`config.mk`:
```
export PLATFORM = sky130hd
export DESIGN_NAME = result_ram_reader_flat
export DESIGN_NICKNAME = d
export VERILOG_FILES = /design/src/rtl/result_ram_reader_if.sv /design/src/rtl/result_ram_reader.sv /design/src/flat_wrapper.sv
export SDC_FILE = /design/constraint.sdc
export NUM_CORES = 1
export LEC_CHECK = 0
export CORE_MARGIN = 2
export CORE_UTILIZATION = 45
export DETAILED_ROUTE_END_ITERATION = 16
export PLACE_DENSITY = 0.91
export RECOVER_POWER = 50
export SETUP_SLACK_MARGIN = 0.05
export SLEW_MARGIN = 25
export SYNTH_ARGS = -nofsm -noshare
export SYNTH_HDL_FRONTEND = slang
export SYNTH_SLANG_ARGS = --single-unit
```
`constraint.sdc`:
```
create_clock -name clk -period 3.1 [get_ports clk]
set_clock_uncertainty 0.15 [all_clocks]
set_input_delay 0.62 -clock clk [delete_from_list [all_inputs] [get_ports clk]]
set_output_delay 0.62 -clock clk [all_outputs]
set_load 0.02 [all_outputs]
```
`src/rtl/result_ram_reader_if.sv`:
```
// Output word stream of the result RAM drain engine (valid/ready, with last marker).
interface result_ram_reader_if #(
  parameter int DATA_W = 32
);
  logic              out_valid;
  logic              out_ready;
  logic [DATA_W-1:0] out_data;
  logic              out_last;

  modport master (output out_valid, output out_data, output out_last, input out_ready);
  modport slave  (input out_valid, input out_data, input out_last, output out_ready);
endinterface

```
`src/rtl/result_ram_reader.sv`:
```
// Result RAM drain engine: walks a wrap-around address range and streams each
// word through a one-entry output register with valid/ready flow control.
module result_ram_reader #(
  parameter int ADDR_W = 6,
  parameter int DATA_W = 32
) (
  input  logic              clk,
  input  logic              rst,
  input  logic              start,
  input  logic [ADDR_W-1:0] base_addr,
  input  logic [ADDR_W:0]   count,
  output logic [ADDR_W-1:0] ram_addr,
  input  logic [DATA_W-1:0] ram_dout,
  result_ram_reader_if.master os,
  output logic              busy,
  output logic              done
);

  typedef enum logic [1:0] {IDLE, STREAM, DONE} state_t;

  state_t            state, state_nxt;
  logic [ADDR_W-1:0] ptr;
  logic [ADDR_W:0]   fetch_left;
  logic              load, hs;

  // The RAM is combinational, so the pointer addresses the word fetched this edge.
  assign ram_addr = ptr;

  // A fetch refills the output register whenever it is empty or draining this cycle.
  assign hs   = os.out_valid && os.out_ready;
  assign load = (state == STREAM) && (fetch_left != '0) && (!os.out_valid || os.out_ready);

  // State register.
  always_ff @(posedge clk) begin
    if (rst) state <= IDLE;
    else     state <= state_nxt;
  end

  // Next-state logic and status outputs.
  always_comb begin
    state_nxt = state;
    busy      = (state != IDLE);
    done      = (state == DONE);
    case (state)
      IDLE:    if (start) state_nxt = (count != '0) ? STREAM : DONE;
      STREAM:  if (hs && os.out_last) state_nxt = DONE;
      DONE:    state_nxt = IDLE;
      default: state_nxt = IDLE;
    endcase
  end

  // Pointer, remaining-count and output word register.
  always_ff @(posedge clk) begin
    if (rst) begin
      ptr          <= '0;
      fetch_left   <= '0;
      os.out_valid <= 1'b0;
      os.out_data  <= '0;
      os.out_last  <= 1'b0;
    end else begin
      if (state == IDLE && start && count != '0) begin
        ptr        <= base_addr;
        fetch_left <= count;
      end
      if (load) begin
        os.out_data  <= ram_dout;
        os.out_valid <= 1'b1;
        os.out_last  <= (fetch_left == (ADDR_W+1)'(1));
        ptr          <= ptr + ADDR_W'(1);   // natural wrap 63 -> 0
        fetch_left   <= fetch_left - (ADDR_W+1)'(1);
      end else if (hs) begin
        // Includes the final word: fetch_left is already zero by then.
        os.out_valid <= 1'b0;
        os.out_last  <= 1'b0;
      end
    end
  end

endmodule

```
`src/flat_wrapper.sv`:
```
// flat-port wrapper written by rule: the top's interface ports become plain ports
module result_ram_reader_flat 
#(
  parameter int ADDR_W = 6,
  parameter int DATA_W = 32
)
  (clk, rst, start, base_addr, count, ram_addr, ram_dout, busy, done, os_out_valid, os_out_data, os_out_last, os_out_ready);
  result_ram_reader_if #(.DATA_W(DATA_W)) os_i ();
  input  logic clk;
  input  logic rst;
  input  logic start;
  input  logic [ADDR_W-1:0] base_addr;
  input  logic [ADDR_W:0] count;
  output logic [ADDR_W-1:0] ram_addr;
  input  logic [DATA_W-1:0] ram_dout;
  output logic busy;
  output logic done;
  output wire logic [$bits(os_i.out_valid)-1:0] os_out_valid;
  output wire logic [$bits(os_i.out_data)-1:0] os_out_data;
  output wire logic [$bits(os_i.out_last)-1:0] os_out_last;
  input wire logic [$bits(os_i.out_ready)-1:0] os_out_ready;
  assign os_out_valid = os_i.out_valid;
  assign os_out_data = os_i.out_data;
  assign os_out_last = os_i.out_last;
  assign os_i.out_ready = os_out_ready;
  result_ram_reader #(.ADDR_W(ADDR_W), .DATA_W(DATA_W)) u_core (.clk(clk), .rst(rst), .start(start), .base_addr(base_addr), .count(count), .ram_addr(ram_addr), .ram_dout(ram_dout), .os(os_i), .busy(busy), .done(done));
endmodule
```
==> Yosys cells after proc, flatten, opt, wreduce, memory -nomap -nowiden <==
Index checks and enable logic that the tools add are counted.
{ "word_totals": {"reg_bits": 49, "output_inout_bits": 42, "wordCells": 39} }
{ "classes": {"n_addsub": 2, "eq_ne": 5, "n_mux": 11, "reduce_logical": 15} }
{ "ops": {"columns": ["cell", "count"], "rows": [
  ["2-to-1 mux 7 bit", 2],
  ["nonzero test 7 bit", 2],
  ["2-to-1 mux 6 bit", 2],
  ["== test 7 x 1 -> 1 bit, second input constant", 1],
  ["subtractor 7 x 1 -> 7 bit, second input constant", 1],
  ["adder 6 x 1 -> 6 bit, second input constant", 1],
  ["logical AND 1 bit", 6],
  ["2-to-1 mux 2 bit", 3],
  ["nonzero test 2 bit", 3],
  ["!= test 2 bit, second input constant", 2],
  ["one-hot mux 2 bit (2 select lines)", 1],
  ["2-to-1 mux 1 bit", 3],
  ["== test 2 x 1 -> 1 bit, second input constant", 1],
  ["== test 2 bit, second input constant", 1],
  ["logical NOT 2 bit", 1],
  ["AND reduction 2 bit", 1],
  ["logical NOT 1 bit", 1],
  ["logical OR 1 bit", 1]
]} }

==> Logic depth before layout (Yosys ltp) <==
Gate-level depths: netlist of run 1.
{ "depth": {"ltp_word": 5, "depth_mapped": 8, "ltp_nobuf": 6} }

==> Worst setup path after synthesis of run 1 <==
OpenSTA, ideal clock, no wires.
{ "synth_path": {"path_type": "input to register", "from": "in count[2]", "to": "reg u_core.ptr[2], in the netlist u_core.ram_addr[2]", "arrival_ns": 2.006, "t_required_ns": 2.831, "path_slack_ns": 0.826, "stages": 4, "path_buffers": 0, "cell_sequence": "or4_4 o41a_4 mux2_4 o221a_1"} }
{ "synth_via": {"elab_chain_len": 3} }
{ "synth_lines": {"columns": ["item", "line_no", "rtl"], "rows": [
  ["from (decl)", "flat_wrapper.sv:13", "input logic [ADDR_W:0] count;"],
  ["nonzero test 7 bit", "result_ram_reader.sv:61", "if (state == IDLE && start && count != '0) begin"],
  ["logical AND 1 bit", "result_ram_reader.sv:61", null],
  ["nonzero test 2 bit (no line)", null, null],
  ["to (signal assigned)", "result_ram_reader.sv:62", "ptr <= base_addr;"],
  ["to (signal assigned)", "result_ram_reader.sv:69", "ptr <= ptr + ADDR_W'(1);"],
  ["to (decl)", "result_ram_reader.sv:22", "logic [ADDR_W-1:0] ptr;"]
]} }
No other way between the ends.
A chain may end at the register's enable or synchronous reset.

==> Worst setup path in the final report of run 1 <==
{ "layout_path": {"from": "reg u_core.fetch_left[2]", "to": "reg u_core.ptr[3], in the netlist u_core.ram_addr[3]"} }
{ "layout_via": {"elab_chain_len": 4, "word_cells_on_any_way": 5, "cone_classes": "mux: 1; reduce/logical: 4"} }
{ "layout_lines": {"columns": ["item", "line_no", "rtl"], "rows": [
  ["from (decl)", "result_ram_reader.sv:23", "logic [ADDR_W:0] fetch_left;"],
  ["from (signal assigned)", "result_ram_reader.sv:63", "fetch_left <= count;"],
  ["from (signal assigned)", "result_ram_reader.sv:70", "fetch_left <= fetch_left - (ADDR_W+1)'(1);"],
  ["nonzero test 7 bit (*)", "result_ram_reader.sv:31", "assign load = (state == STREAM) && (fetch_left != '0) && (!os.out_valid || os.out_ready);"],
  ["logical AND 1 bit (*) (2 in series)", "result_ram_reader.sv:31", null],
  ["2-to-1 mux 6 bit or nonzero test 2 bit (tied branches)", null, null]
]} }
Every way passes the cells marked *; elsewhere a longest branch is shown, timed or not.

==> results of run 1 <==
==> power by group through the flow <==
stage               registers [mW]  logic [mW]  clock network, mW
floorplan                    0.784       0.204                  0
global placement             0.738       0.437                  0
detailed placement           0.740       0.444                  0
CTS                          0.726       0.446              0.362
global route                 0.733       0.458              0.385
finish                       0.724       0.422              0.351
==> layer usage <==
layer | vias up | track usage | routed length, um
met4 | 0 | 0.101 | 124
met1 | 980 | 0.248 | 2270
met5 | - | 0 | 0
li1 | 1065 | - | -
met3 | 13 | 0.0387 | 215
met2 | 67 | 0.335 | 2770
==> sequential cells by signal (all words and copies together) (netlist names) <==
signal	count
u_core.fetch_left	7
u_core.os.out_valid	1
u_core.os.out_last	1
u_core.ram_addr	6
u_core.os.out_data	32
u_core.state	2
==> path summary, 6_finish.rpt <==
path / start / endpoint / slack (ps)
max reg2reg: u_core.fetch_left[2]$_SDFFE_PP0P_ / u_core.ram_addr[3]$_SDFFE_PP0P_ / 540
max: u_core.fetch_left[2]$_SDFFE_PP0P_ / u_core.ram_addr[3]$_SDFFE_PP0P_ / 540
min: u_core.os.out_data[5]$_SDFFE_PP0P_ / u_core.os.out_data[5]$_SDFFE_PP0P_ / 300
min reg2reg: u_core.os.out_data[5]$_SDFFE_PP0P_ / u_core.os.out_data[5]$_SDFFE_PP0P_ / 300
==> cell usage in the layout, fill, tap and decap left out, types with 2 or more instances in the layout <==
cell type	Yosys	final
a21oi_1	40	40
ha_1	4	4
o211ai_1	2	2
a31oi_1	3	3
a22oi_1	3	3
nand3_1	6	6
nor2_1	4	4
clkbuf_8	0	5
inv_1	5	5
nand2_1	71	71
nor4_1	3	3
dfxtp_1	49	49
and2_1	2	2
or4_1	1	2
nand2b_1	2	2
a211oi_1	2	2
or2_2	2	2
o311ai_1	2	2
clkbuf_1	5	3
clkdlybuf4s50_1	0	49
a32oi_1	4	4
or3_1	4	4
o211a_1	3	3
buf_4	2	8
dlygate4sd3_1	0	40
a311oi_1	2	2
==> cell type report <==
| class | count | area (um^2) |
|---|---|---|
| sequential | 49 | 981 |
| timing repair buffer | 98 | 956 |
| clock buffer | 8 | 80.1 |
| tap | 54 | 67.6 |
| multi-input combinational | 182 | 1030 |
| inverter | 5 | 18.8 |
| fill | 381 | 1520 |
==> stage by stage <==
step / std cells / setup WS (ps) / cell area, um^2 / total power [mW] / hold slack, ps
2_1_floorplan: 251 / 826 / 2130 / 0.988 / 316
3_3_place_gp: 388 / 362 / 3070 / 1.17 / 291
3_5_place_dp: 388 / 326 / 3070 / 1.18 / 296
4_1_cts: 396 / 646 / 3150 / 1.53 / 308
5_1_grt: 396 / 394 / 3140 / 1.58 / 326
6_report: 396 / 537 / 3140 / 1.50 / 301
==> critical path, stage by stage, from the launching register on <==
cell	delay, ps
dfxtp_1	370
or4_1	620
o211ai_2	730
buf_4	320
o211a_1	190
nor3_2	40
==> cells by family (layout without fill, tap and decap cells) <==
| family | Yosys count | in the layout | synth area share |
|---|---|---|---|
| compound gates | 70 | 70 | 0.220 |
| mux | 1 | 1 | 0.00703 |
| simple gates | 107 | 107 | 0.235 |
| buf+inv | 20 | 111 | 0.0545 |
| fa+ha+maj | 4 | 4 | 0.0234 |
| flops | 49 | 49 | 0.460 |
==> qor.yml, run 1 <==
outcome:
  outcome: "completed"
sta:
  period_share: 0.827
  rsz0062_at_grt: "false"
  relSlewSlack: 0.414
  finalSetupViolations: 0
  hold_viol: 0
  period_needed_ps: 2560
  tns_ps: 0
  drv_slew: 0
  fmax_ghz: 0.390
  worst_pin_slew_ps: 876
cts:
  clk_pin_slew_worst_paths_ps: 80
  cts_max_level: 2
  cts_hold_buffers: 0
  root_buffer: "clkbuf_8"
  clockBufferDepth: 2
  postCtsSetupRepairBufs: 0
  post_cts_resized: 0
  cts.sinks: 49
  clk_latency_ps: 290
  cts_made_buffers: 5
  cts_tree: "yes"
flow_run:
  cap_violations: 0
cells_and_area:
  antennaDiodeCount: 0
  drive_above_1_share: 0.0702
  finalNetCount: 394
  area_delta_synth_final_pct: 47.0
  utilization: 0.673
power:
  seqPwrFrac: 0.484
  power.switching_uw: 454
  power_density_mw_per_mm2: 477
  p_leak_nw: 1.26
  clkPwrFrac: 0.234
  switching_share: 0.303
  irDropWorstVdd_uv: 298
  p_int_mw: 1.04
  combPwrFrac: 0.282
place:
  globalplace.congestion: 0.845
  io_buffers: 90
  hpwlAfterDp_mm: 3.94
drt:
  drtPass1Iterations: 4
  viasPerCell: 5.37
  vias: 2125
  routed_wl_mm: 5.38
  ant_nets: 0
  drt_iter0_drc: 138
  wire_per_inst_um: 13.6
  post-route-drc-count: 0
yosys:
  synthFlopType: "dfxtp_1"
  synth_edf_count: 0
  yosysWarnings: 0
  synth_seq_cells: 49
  synth_area_leaders: "dfxtp_1, nand2_1, a21oi_1"
  syn-cell-area_mm2: 0.00213
  syn_inst: 251
  yosys.area.top_type: "dfxtp_1"
  yosys-top-cells-count: "nand2_1, dfxtp_1, a21oi_1"
  yosysTopAreaCellShare: 0.460
  async_flop_share: 0
  syn_nets: 304
  yosysSeqAreaShare: 0.460
  syn_avg_cell_area_um2: 8.50
  ys_types: 47
  synthMostInstantiatedCell: "nand2_1"
global_routing:
  track_usage: 0.202
  grt_pass1_wl_mm: 8.57
  antenna_found_initial: 0
  grt_pass1_vias: 1950
  grt_overflow: 0
  grt_max_degree: 33
setup_path:
  critPathLaunchType: "flop"
  worst_ep_arrival_time_ps: 2570
  path_class: "reg -> reg"
  r2r_cells: 5
  crit_path_end_kind: "flop"
  cp.required_ps: 3110
  cp_max_fo: 21
floorplan:
  die_h_um: 72.9
  rows: 25
  io-pin-count: 91
  start_util: 0.458
  die-area_mm2: 0.00531
  core_area_mm2: 0.00466
  fp.dieW_um: 72.9
hold_path:
  hp-class: "reg -> reg"
  whs_path_depth: 2
Power figures use the tool's default switching activity.
==> run 2, diff against run 1 <==
--- a/config.mk
+++ b/config.mk
@@ -6,9 +6,9 @@
 export NUM_CORES = 1
 export LEC_CHECK = 0
 export CORE_MARGIN = 2
-export CORE_UTILIZATION = 45
+export CORE_UTILIZATION = 38
 export DETAILED_ROUTE_END_ITERATION = 16
-export PLACE_DENSITY = 0.91
+export PLACE_DENSITY = 0.83
 export RECOVER_POWER = 50
 export SETUP_SLACK_MARGIN = 0.05
 export SLEW_MARGIN = 25
==> constraint.sdc (replaced) <==
create_clock -name clk -period 2.25 [get_ports clk]
set_clock_uncertainty 0.15 [all_clocks]
set_input_delay 0.45 -clock clk [delete_from_list [all_inputs] [get_ports clk]]
set_output_delay 0.45 -clock clk [all_outputs]
set_load 0.02 [all_outputs]
==> qor.yml, run 2 (synthesis gave the netlist of run 1 again) <==
cells_and_area:
  stdcell_count: 425  # +7.3%
  multi_input_area_mm2: 0.00106  # +2.7%
  fill_cells: 494  # +30%
  regArea_um2: 981  # unchanged
  antennaDiodeCount: 0  # unchanged
  drive_above_1_share: 0.113  # +0.0431
  largest_register_ffs: 32  # unchanged
  final_cell_mix: "nand2_1, dfxtp_1, clkdlybuf4s50_1"
  finalNetCount: 405  # +2.8%
  area_delta_synth_final_pct: 55.6
  final_common_cell: "nand2_1"
  largest_register: "u_core.os.out_data"
  final_area_mm2: 0.00332  # +5.9%
sta:
  tns_ps: 0  # unchanged
  worst_pin_slew_ps: 486  # -389 ps
  drv_slew: 0  # unchanged
  fin_ws_ps: 86.7  # -450 ps
  rsz0062_at_grt: "false"
  hold_viol: 0  # unchanged
  fmax_ghz: 0.462
  period_share: 0.961
  finalSetupViolations: 0  # unchanged
  period_needed_ps: 2160
  relSlewSlack: 0.673  # +0.258
hold_path:
  hp-class: "reg -> reg"
power:
  p_leak_nw: 1.33  # +6.2%
  power_density_mw_per_mm2: 694  # +45%
  irDropWorstVdd_uv: 393  # +32%
  finalPower_mw: 2.31  # +54%
cts:
  cts.sinks: 49  # unchanged
  clk_latency_ps: 300  # about the same
  cts_tree: "yes"
  root_buffer: "clkbuf_8"
  cts_made_buffers: 5  # unchanged
  clk_pin_slew_worst_paths_ps: 100  # +20 ps
  clockBufferDepth: 2  # unchanged
  cts_max_level: 2  # unchanged
drt:
  vias: 2218  # +4.4%
  ant_nets: 0  # unchanged
  post-route-drc-count: 0  # unchanged
  viasPerCell: 5.22  # -2.7%
  drtPass1Iterations: 4  # unchanged
  routed_wl_mm: 6.00  # +11%
  wire_per_inst_um: 14.1  # +3.9%
  drt_iter0_drc: 141  # +2.2%
flow_run:
  cap_violations: 0  # unchanged
place:
  dp_slack_ps: -338  # -665 ps
  placed_area_mm2: 0.00316  # +3.0%
  hpwlAfterDp_mm: 4.16  # +5.5%
  io_buffers: 90  # unchanged
  globalplace.congestion: 0.825  # -2.4%
  placed_cells: 412  # +6.2%
global_routing:
  antenna_found_initial: 0  # unchanged
  track_usage: 0.186  # -0.0153
  grt_overflow: 0  # unchanged
  grt_max_degree: 30  # -9.1%
  grt_pass1_vias: 2063  # +5.8%
  grt_pass1_wl_mm: 9.37  # +9.3%
floorplan:
  rows: 27  # +8.0%
  core_area_mm2: 0.00547  # +17%
  fp.dieW_um: 79.0  # +8.3%
  start_util: 0.390  # -0.0680
  die-area_mm2: 0.00623  # +17%
  io-pin-count: 91  # unchanged
  die_h_um: 79.0  # +8.3%
setup_path:
  worst_path_largest_cell_delay_ps: 550  # -180 ps
  critPathSlowestCell: "or4_4"
  worstReg2RegEnd: "u_core.ram_addr[2]$_SDFFE_PP0P_"
  crit_path_end_kind: "flop"
  path_class: "in -> reg"
  cp.required_ps: 2300  # -810 ps
  r2r_cells: 5  # unchanged
  critPathLaunchType: "input pin"
  endpoint: "u_core.ram_addr[2]$_SDFFE_PP0P_"
  reg2reg_slack_ps: 90  # -450 ps
  cp_max_fo: 5  # -76%
  path_cells: "dlygate4sd2_1 -> or4_4 -> o41a_4 -> mux2_4 -> o221a_1"
  cp-startpoint: "count[6]"
  worstReg2RegStart: "u_core.fetch_left[3]$_SDFFE_PP0P_"
  worst_ep_arrival_time_ps: 2210  # -360 ps
outcome:
  outcome: "completed"
[run 2: worst min path at each step]
stage / cells past startpoint / endpoint / from / slack [ps]
floorplan: 1 / u_core.state[1]$_SDFFE_PP0P_ / u_core.state[1]$_SDFFE_PP0P_ / 320
global placement: 2 / u_core.os.out_data[4]$_SDFFE_PP0P_ / u_core.os.out_data[4]$_SDFFE_PP0P_ / 290
detailed placement: 2 / u_core.os.out_data[1]$_SDFFE_PP0P_ / u_core.os.out_data[1]$_SDFFE_PP0P_ / 300
CTS: 2 / u_core.os.out_data[1]$_SDFFE_PP0P_ / u_core.os.out_data[1]$_SDFFE_PP0P_ / 310
global route: 2 / u_core.os.out_data[1]$_SDFFE_PP0P_ / u_core.os.out_data[1]$_SDFFE_PP0P_ / 320
finish: 2 / u_core.os.out_data[26]$_SDFFE_PP0P_ / u_core.os.out_data[26]$_SDFFE_PP0P_ / 300
[run 2: power breakdown]
group	leakage, nW	total (mW)	switching, mW	internal [mW]
registers	0.401	0.994	0.0519	0.942
logic	0.875	0.648	0.339	0.310
clock network	0.0574	0.663	0.301	0.362
total	1.33	2.31	0.692	1.61
[run 2: area by class of cell]
class | count | share of cell area
timing repair buffer | 108 | 0.316
tap | 72 | 0.0271
clock buffer | 6 | 0.0249
multi-input combinational | 183 | 0.319
inverter | 5 | 0.00565
sequential | 49 | 0.295
clock inverter | 2 | 0.0113
[run 2: what timing repair did]
action                     in CTS  in global routing
pin swaps                       2                  1
hold buffers                    0                  0
resized for setup               4                  1
gates cloned                    0                  1
buffers inserted                1                  3
setup endpoints to repair       3                  4
[run 2: critical path, delay by kind of cell]
family                 cells  cell delay [ps]
AO/OA/AOI/OAI              2              690
multiplexers               1              270
buffers and inverters      1              240
AND/OR/NAND/NOR            1              550
[run 2: routing by layer]
metal | global-route usage | routed length, um
met3 | 0.0420 | 333
met2 | 0.308 | 3010
met5 | 0 | 0
met1 | 0.231 | 2490
met4 | 0.0879 | 158
[run 2: metrics by stage]
step,util,hold slack (ps)
2_1_floorplan,-,316
6_report,0.607,304
4_1_cts,0.600,309
3_3_place_gp,0.578,291
3_5_place_dp,0.578,295
5_1_grt,0.607,321
==> run 3, diff against run 2 <==
--- a/config.mk
+++ b/config.mk
@@ -5,10 +5,10 @@
 export SDC_FILE = /design/constraint.sdc
 export NUM_CORES = 1
 export LEC_CHECK = 0
-export CORE_MARGIN = 2
-export CORE_UTILIZATION = 38
+export CORE_MARGIN = 10
+export CORE_UTILIZATION = 42
 export DETAILED_ROUTE_END_ITERATION = 16
-export PLACE_DENSITY = 0.83
+export PLACE_DENSITY = 0.86
 export RECOVER_POWER = 50
 export SETUP_SLACK_MARGIN = 0.05
 export SLEW_MARGIN = 25
==> constraint.sdc (replaced) <==
create_clock -name clk -period 2.2 [get_ports clk]
set_clock_uncertainty 0.15 [all_clocks]
set_input_delay 0.44 -clock clk [delete_from_list [all_inputs] [get_ports clk]]
set_output_delay 0.44 -clock clk [all_outputs]
set_load 0.02 [all_outputs]
==> qor.yml, run 3 (synthesis gave the netlist of run 1 again) <==
sta:
  fin_ws_ps: 105  # +18.6 ps
  tns_ps: 0  # unchanged
  relSlewSlack: 0.656  # -0.0166
  fmax_ghz: 0.477
  period_share: 0.952
  finalSetupViolations: 0  # unchanged
  worst_pin_slew_ps: 511  # +24.7 ps
  rsz0062_at_grt: "true"
  hold_viol: 0  # unchanged
  period_needed_ps: 2090
  drv_slew: 0  # unchanged
cts:
  cts_max_level: 2  # unchanged
  clk_pin_slew_worst_paths_ps: 90  # about the same
  clockBufferDepth: 2  # unchanged
  clk_latency_ps: 300  # about the same
  cts.sinks: 49  # unchanged
  cts_made_buffers: 5  # unchanged
  root_buffer: "clkbuf_8"
  cts_hold_buffers: 0  # unchanged
  cts_tree: "yes"
setup_path:
  cp_max_fo: 8  # +3
  path_delay_family: "buffers and inverters"
  cp-startpoint: "count[1]"
  worstReg2RegEnd: "u_core.ram_addr[1]$_SDFFE_PP0P_"
  cp_common_cell: "buf_4"
  path_cells: "dlygate4sd2_1 -> or4_4 -> buf_4 -> o41ai_4 -> buf_4 -> nand2_1 -> a311oi_1"
  cp.required_ps: 2260  # -40 ps
  worstReg2RegStart: "u_core.fetch_left[4]$_SDFFE_PP0P_"
  worst_ep_arrival_time_ps: 2150  # -60 ps
  critPathBufInv: 3  # +2
  reg2reg_slack_ps: 170  # +80 ps
  critPathSlowestCell: "or4_4"
  worst_path_largest_cell_delay_ps: 520  # -30 ps
  critPathLaunchType: "input pin"
  crit_path_end_kind: "flop"
  r2r_cells: 5  # unchanged
  path_class: "in -> reg"
hold_path:
  hp-class: "reg -> reg"
  worstHoldEndpoint: "u_core.os.out_data[17]$_SDFFE_PP0P_"
  min-delay-start: "u_core.os.out_data[17]$_SDFFE_PP0P_"
  whs_path_depth: 2  # unchanged
drt:
  drtPass1Iterations: 4  # unchanged
  post-route-drc-count: 0  # unchanged
  drt_iter0_drc: 112  # -21%
  viasPerCell: 5.26  # +0.70%
  ant_nets: 0  # unchanged
  vias: 2202  # -0.72%
  wire_per_inst_um: 15.8  # +12%
  routed_wl_mm: 6.64  # +11%
cells_and_area:
  final_area_mm2: 0.00327  # -1.6%
  fill_cells: 419  # -15%
  drive_above_1_share: 0.111  # -0.00252
  finalNetCount: 404  # -0.25%
  multi_input_area_mm2: 0.00106  # -0.35%
  final_cell_mix: "nand2_1, dfxtp_1, clkdlybuf4s50_1"
  antennaDiodeCount: 0  # unchanged
  final_common_cell: "nand2_1"
  regArea_um2: 981  # unchanged
  largest_register: "u_core.os.out_data"
  largest_register_ffs: 32  # unchanged
  area_delta_synth_final_pct: 53.1
floorplan:
  die-area_mm2: 0.00833  # +34%
  io-pin-count: 91  # unchanged
  core_area_mm2: 0.00482  # -12%
  die_h_um: 91.3  # +16%
  start_util: 0.443  # +0.0531
  fp.dieW_um: 91.3  # +16%
  rows: 25  # -7.4%
outcome:
  outcome: "completed"
place:
  placed_area_mm2: 0.00316  # -0.12%
  hpwlAfterDp_mm: 5.09  # +22%
  io_buffers: 90  # unchanged
  globalplace.congestion: 0.834  # +1.1%
  dp_slack_ps: -374  # -35.7 ps
global_routing:
  antenna_found_initial: 0  # unchanged
  grt_max_degree: 28  # -6.7%
  grt_overflow: 0  # unchanged
  grt_pass1_wl_mm: 11.0  # +17%
  track_usage: 0.159  # -0.0272
  grt_pass1_vias: 2279  # +10%
power:
  finalPower_mw: 2.23  # -3.4%
  p_leak_nw: 1.31  # -1.6%
  irDropWorstVdd_uv: 498  # +27%
  power_density_mw_per_mm2: 681  # -1.8%
flow_run:
  cap_violations: 0  # unchanged
run 3: worst register-to-register path, delay by kind of cell, from the launching register on:
family	cells	cell delay [ps]
and+or+nand+nor	2	600
AOI/OAI and AO/OA	2	530
DFF	1	380
buffers and inverters	1	280
run 3: repair_timing:
item,in CTS,in global routing
resized for setup,5,4
setup endpoints to repair,4,6
pin swaps,3,1
buffers inserted,1,1
run 3: worst max-delay path by stage:
stage               cells past startpoint                               to
floorplan                               4  u_core.ram_addr[2]$_SDFFE_PP0P_
global placement                        5  u_core.ram_addr[2]$_SDFFE_PP0P_
detailed placement                      5  u_core.ram_addr[2]$_SDFFE_PP0P_
CTS                                     5  u_core.ram_addr[2]$_SDFFE_PP0P_
global route                            7  u_core.ram_addr[1]$_SDFFE_PP0P_
finish                                  7  u_core.ram_addr[1]$_SDFFE_PP0P_
run 3: per-layer routing:
metal / GRT usage / share of wire
met5: 0 / 0
met1: 0.172 / 0.39
met4: 0.0496 / 0.012
met2: 0.286 / 0.52
met3: 0.0535 / 0.074
run 3: per-stage QoR:
| step | util | hold slack, ps | std cells |
|---|---|---|---|
| 5_1_grt | 0.678 | 327 | 419 |
| 2_1_floorplan | - | 316 | 251 |
| 6_report | 0.678 | 303 | 419 |
| 3_3_place_gp | 0.656 | 290 | 409 |
| 4_1_cts | 0.676 | 310 | 418 |
| 3_5_place_dp | 0.656 | 298 | 409 |
run 3: power breakdown:
part           internal [mW]  total [mW]  switching [mW]
clock network          0.255       0.562           0.306
logic                  0.308       0.649           0.341
registers              0.963        1.02          0.0534
total                   1.53        2.23           0.700
run 3: layout make-up:
class,instances,share of cell area
multi-input combinational,182,0.324
timing repair buffer,108,0.315
sequential,49,0.300
tap,67,0.0257
clock buffer,6,0.0253
inverter,5,0.00574
clock inverter,2,0.00421
==> edit 1, RTL diff (flow settings as in run 1) <==
Re-encode `state_t` (3 states) as one-hot, 3 bits wide.
--- a/src/rtl/result_ram_reader.sv
+++ b/src/rtl/result_ram_reader.sv
@@ -16,7 +16,7 @@
   output logic              done
 );
 
-  typedef enum logic [1:0] {IDLE, STREAM, DONE} state_t;
+  typedef enum logic [2:0] {IDLE = 3'b001, STREAM = 3'b010, DONE = 3'b100} state_t;
 
   state_t            state, state_nxt;
   logic [ADDR_W-1:0] ptr;
Behaviour: same outputs for any inputs over 10 cycles, from zero or initial values and one cycle with rst high; not proved beyond that.
==> edit 1 against run 1 <==
- via count is 0.38% higher
- final cell count rose by 1.3%
- power decreased by 12%
- sequential cell count up 1
- critical path depth grew 2
- cell area is 2.0% higher
- setup slack worse by 0.025 ns
- synthesized area up 2.2%
- core utilization rose by 0.88 points
- non-clock buffer count fell by 2
- wire length grew 8.4%
- largest power group unchanged
==> edit 1: results <==
group,metric,value,unit
cells_and_area,fill_cells,397,
status,outcome,"complete, no violations",
place,gp_congestion,0.7635,
clock_tree,cts-resized-gates,0,
hold_path,min_path_type,"reg -> reg",
cells_and_area,n_all_buffers,96,
pwr,cellLeakagePower,1.245,nW
global_routing,grt_pass1_vias,2129,
cells_and_area,multi_input_comb_cells,188,
setup_path,slowest_delay,0.51,ns
place,dp_cells,393,
cells_and_area,flops_and_latches,50,
cells_and_area,final_common_cell,"nand2_1",
setup_path,cp-startpoint,"u_core.fetch_left[0]$_SDFFE_PP0P_",
logic_synthesis,synth_common_cells,"nand2_1, dfxtp_1, a21oi_1, clkbuf_1, nand3_1",
routing,dr.pass1.iters,4,
clock_tree,cts_setup_buffers,0,
routing,vias_per_cell,5.319,
logic_synthesis,synth_ff_type,"dfxtp_1",
routing,wl_met2,2987,um
clock_tree,numCtsBuffers,5,
cells_and_area,clk_share,0.02972,
setup_path,arrival,2.60,ns
clock_tree,htreeDepth,2,
pwr,max-vdd-ir-drop,0.2977,mV
global_routing,met1_usage,0.2562,
global_routing,track_usage,0.2230,
setup_path,worstPathMaxFanout,23,
routing,drt_iter0_markers,99,
clock_tree,path_clk_slew,0.09,ns
cells_and_area,nClkBuffers,6,
cells_and_area,inv_count,5,
global_routing,grt_pass1_wl,9377,um
routing,routed.top_layer,"met4",
setup_path,worstReg2RegStart,"u_core.fetch_left[0]$_SDFFE_PP0P_",
cells_and_area,layout-drive-gt1-share,0.07493,
place,place_hpwl,4278,um
clock_tree,cts_buffer_depth,2,
cells_and_area,area.sequential,0.001001,mm^2
logic_synthesis,synthCells,261,
logic_synthesis,syn-num-nets,314,
global_routing,grt_max_degree,35,
sta,slew_headroom,0.5624,
logic_synthesis,ys_seq_area_frac,0.4587,
routing,wirelength_met1,2333,um
routing,avgRoutedWirePerCell,14.53,um
global_routing,grt_use_met3,0.08642,
logic_synthesis,yosys_warnings,0,
hold_path,min_from,"u_core.os.out_data[2]$_SDFFE_PP0P_",
routing,dr_wl_met3,437,um
place,io_buffers,90,
cells_and_area,buffer_area_frac,0.2941,
setup_path,crit_path_top_delay_cell,"or3b_2",
logic_synthesis,synth_cell_type_count,42,
cells_and_area,multi_input_area_share,0.3363,
logic_synthesis,synth_area_leaders,"dfxtp_1, nand2_1, a21oi_1",
global_routing,use_met2,0.3740,
job,cap_violations,0,
cells_and_area,post_layout_nonfiller_instances,401,
[edit 1: cell families after synthesis]
group | count (synthesis) | share of synthesized area
muxes | 2 | 0.009748
and+or+nand+nor | 116 | 0.2489
AOI/OAI and AO/OA | 66 | 0.2093
adders and majority gates | 4 | 0.02294
DFF | 50 | 0.4587
buffers and inverters | 23 | 0.05046
[edit 1: critical path, delay by kind of cell (launching register included)]
family,cells,cell delay [ns]
adder cells (fa/ha/maj),1,0.17
AND/OR/NAND/NOR,1,0.51
AO/OA/AOI/OAI,3,0.80
flip-flops,1,0.35
buffers and inverters,2,0.48
[edit 1: path summary, 6_finish.rpt]
check / to / slack, ns / depth (start not counted)
max: u_core.ram_addr[0]$_SDFFE_PP0P_ / 0.51 / 7
min: u_core.os.out_data[2]$_SDFFE_PP0P_ / 0.30 / 2
max reg2reg: u_core.ram_addr[0]$_SDFFE_PP0P_ / 0.51 / 7
min reg2reg: u_core.os.out_data[2]$_SDFFE_PP0P_ / 0.30 / 2
[edit 1: through the flow]
stage | utilization | setup WS, ns | instance area, um^2 | hold slack [ns] | power [mW]
after CTS | 0.6827 | 0.5088 | 3203 | 0.3084 | 1.331
after global placement | 0.6624 | 0.3433 | 3108 | 0.2905 | 0.9341
after detailed placement | 0.6624 | 0.2948 | 3108 | 0.2956 | 0.9442
final | 0.6819 | 0.5116 | 3199 | 0.3013 | 1.313
after floorplan | - | 0.8083 | 2182 | 0.3251 | 0.8222
after global routing | 0.6819 | 0.3850 | 3199 | 0.3166 | 1.381
[edit 1: power by group]
group	switching, mW	total (mW)	internal, mW
clock	0.209	0.388	0.179
combinational	0.114	0.236	0.122
sequential	0.0231	0.689	0.665
==> edit 2, RTL diff (settings of run 1) <==
Made on the original files. `ADDR_W` is set to 6 in 2 places; all go to 7.
--- a/src/rtl/result_ram_reader.sv
+++ b/src/rtl/result_ram_reader.sv
@@ -1,7 +1,7 @@
 // Result RAM drain engine: walks a wrap-around address range and streams each
 // word through a one-entry output register with valid/ready flow control.
 module result_ram_reader #(
-  parameter int ADDR_W = 6,
+  parameter int ADDR_W = 7,
   parameter int DATA_W = 32
 ) (
   input  logic              clk,
--- a/src/flat_wrapper.sv
+++ b/src/flat_wrapper.sv
@@ -1,7 +1,7 @@
 // flat-port wrapper written by rule: the top's interface ports become plain ports
 module result_ram_reader_flat 
 #(
-  parameter int ADDR_W = 6,
+  parameter int ADDR_W = 7,
   parameter int DATA_W = 32
 )
   (clk, rst, start, base_addr, count, ram_addr, ram_dout, busy, done, os_out_valid, os_out_data, os_out_last, os_out_ready);
Interface: changed (resized base_addr, count and ram_addr); port bits go from 91 to 94. The function was not compared with the original's and may differ.
==> edit 2 against run 1 <==
- synthesized area increased by 2.8%
- setup slack got worse by 0.18 ns
- sequential cell count up 2
- power increased by 7.8%
- wire length is 3.8% higher
- critical path type is now in -> reg
- core utilization rose by 1.8 points
- cell area increased by 4.1%
==> edit 2: results <==
group,metric,value,unit
setup_path,worstPathMaxFanout,9,
floorplan,tap-cell-count,67,
routing,wl_met2,2664,um
routing,drt_iter0_markers,201,
setup_path,path_delay_family,"buffers and inverters",
cells_and_area,fin_nets,410,
global_routing,track_usage,0.2140,
setup_path,slowest_delay,0.57,ns
status,outcome,"complete, no violations",
cells_and_area,sh_seq_area,0.3128,
logic_synthesis,synth_common_cells,"nand2_1, dfxtp_1, a21oi_1, clkbuf_1, nand3_1",
cells_and_area,fill_cells,391,
place,io_buffers,93,
hold_path,min_to,"u_core.os.out_data[30]$_SDFFE_PP0N_",
logic_synthesis,yosys_register_bits,51,
routing,dr_wl_met3,434,um
setup_path,r2r_end,"u_core.ram_addr[5]$_SDFFE_PP0P_",
cells_and_area,multi_input_area_share,0.3216,
setup_path,crit_path_top_delay_cell,"o21ai_1",
cells_and_area,inv_count,6,
global_routing,grt_max_degree,30,
cells_and_area,clk_share,0.02338,
global_routing,use_met2,0.3571,
setup_path,cp-startpoint,"count[1]",
setup_path,arrival,2.76,ns
global_routing,grt_pass1_wl,9204,um
sta,worst_pin_slew,0.7044,ns
setup_path,crit_type,"in -> reg",
cells_and_area,nClkBuffers,5,
cells_and_area,n_all_buffers,100,
pwr,max-vdd-ir-drop,0.2704,mV
routing,wirelength_met1,2392,um
global_routing,met1_usage,0.2672,
logic_synthesis,synth_area_leaders,"dfxtp_1, nand2_1, a21oi_1",
==> edit 2: cell count changes after synthesis, moves of 3 or more <==
| cell | run 1 | this run |
|---|---|---|
| mux2i_1 | 0 | 3 |
| nand2_1 | 71 | 74 |
| a32oi_1 | 4 | 0 |
| a21oi_1 | 40 | 43 |
| clkbuf_1 | 5 | 11 |
==> edit 2: cells by family (layout without fill, tap and decap cells) <==
| kind of cell | after synthesis | after routing | synth area share |
|---|---|---|---|
| multiplexers | 3 | 3 | 0.01369 |
| AND/OR/NAND/NOR | 108 | 108 | 0.2173 |
| buffers and inverters | 25 | 112 | 0.05419 |
| adder cells (fa/ha/maj) | 3 | 3 | 0.01712 |
| AO/OA/AOI/OAI | 78 | 78 | 0.2322 |
| flip-flops | 51 | 51 | 0.4655 |
==> edit 2: report_power, final <==
part	switching (mW)	leakage, nW	total (mW)	internal [mW]
combinational	0.264	0.835	0.495	0.231
clock	0.203	0.0361	0.353	0.150
sequential	0.0484	0.417	0.766	0.717
total	0.515	1.29	1.61	1.10
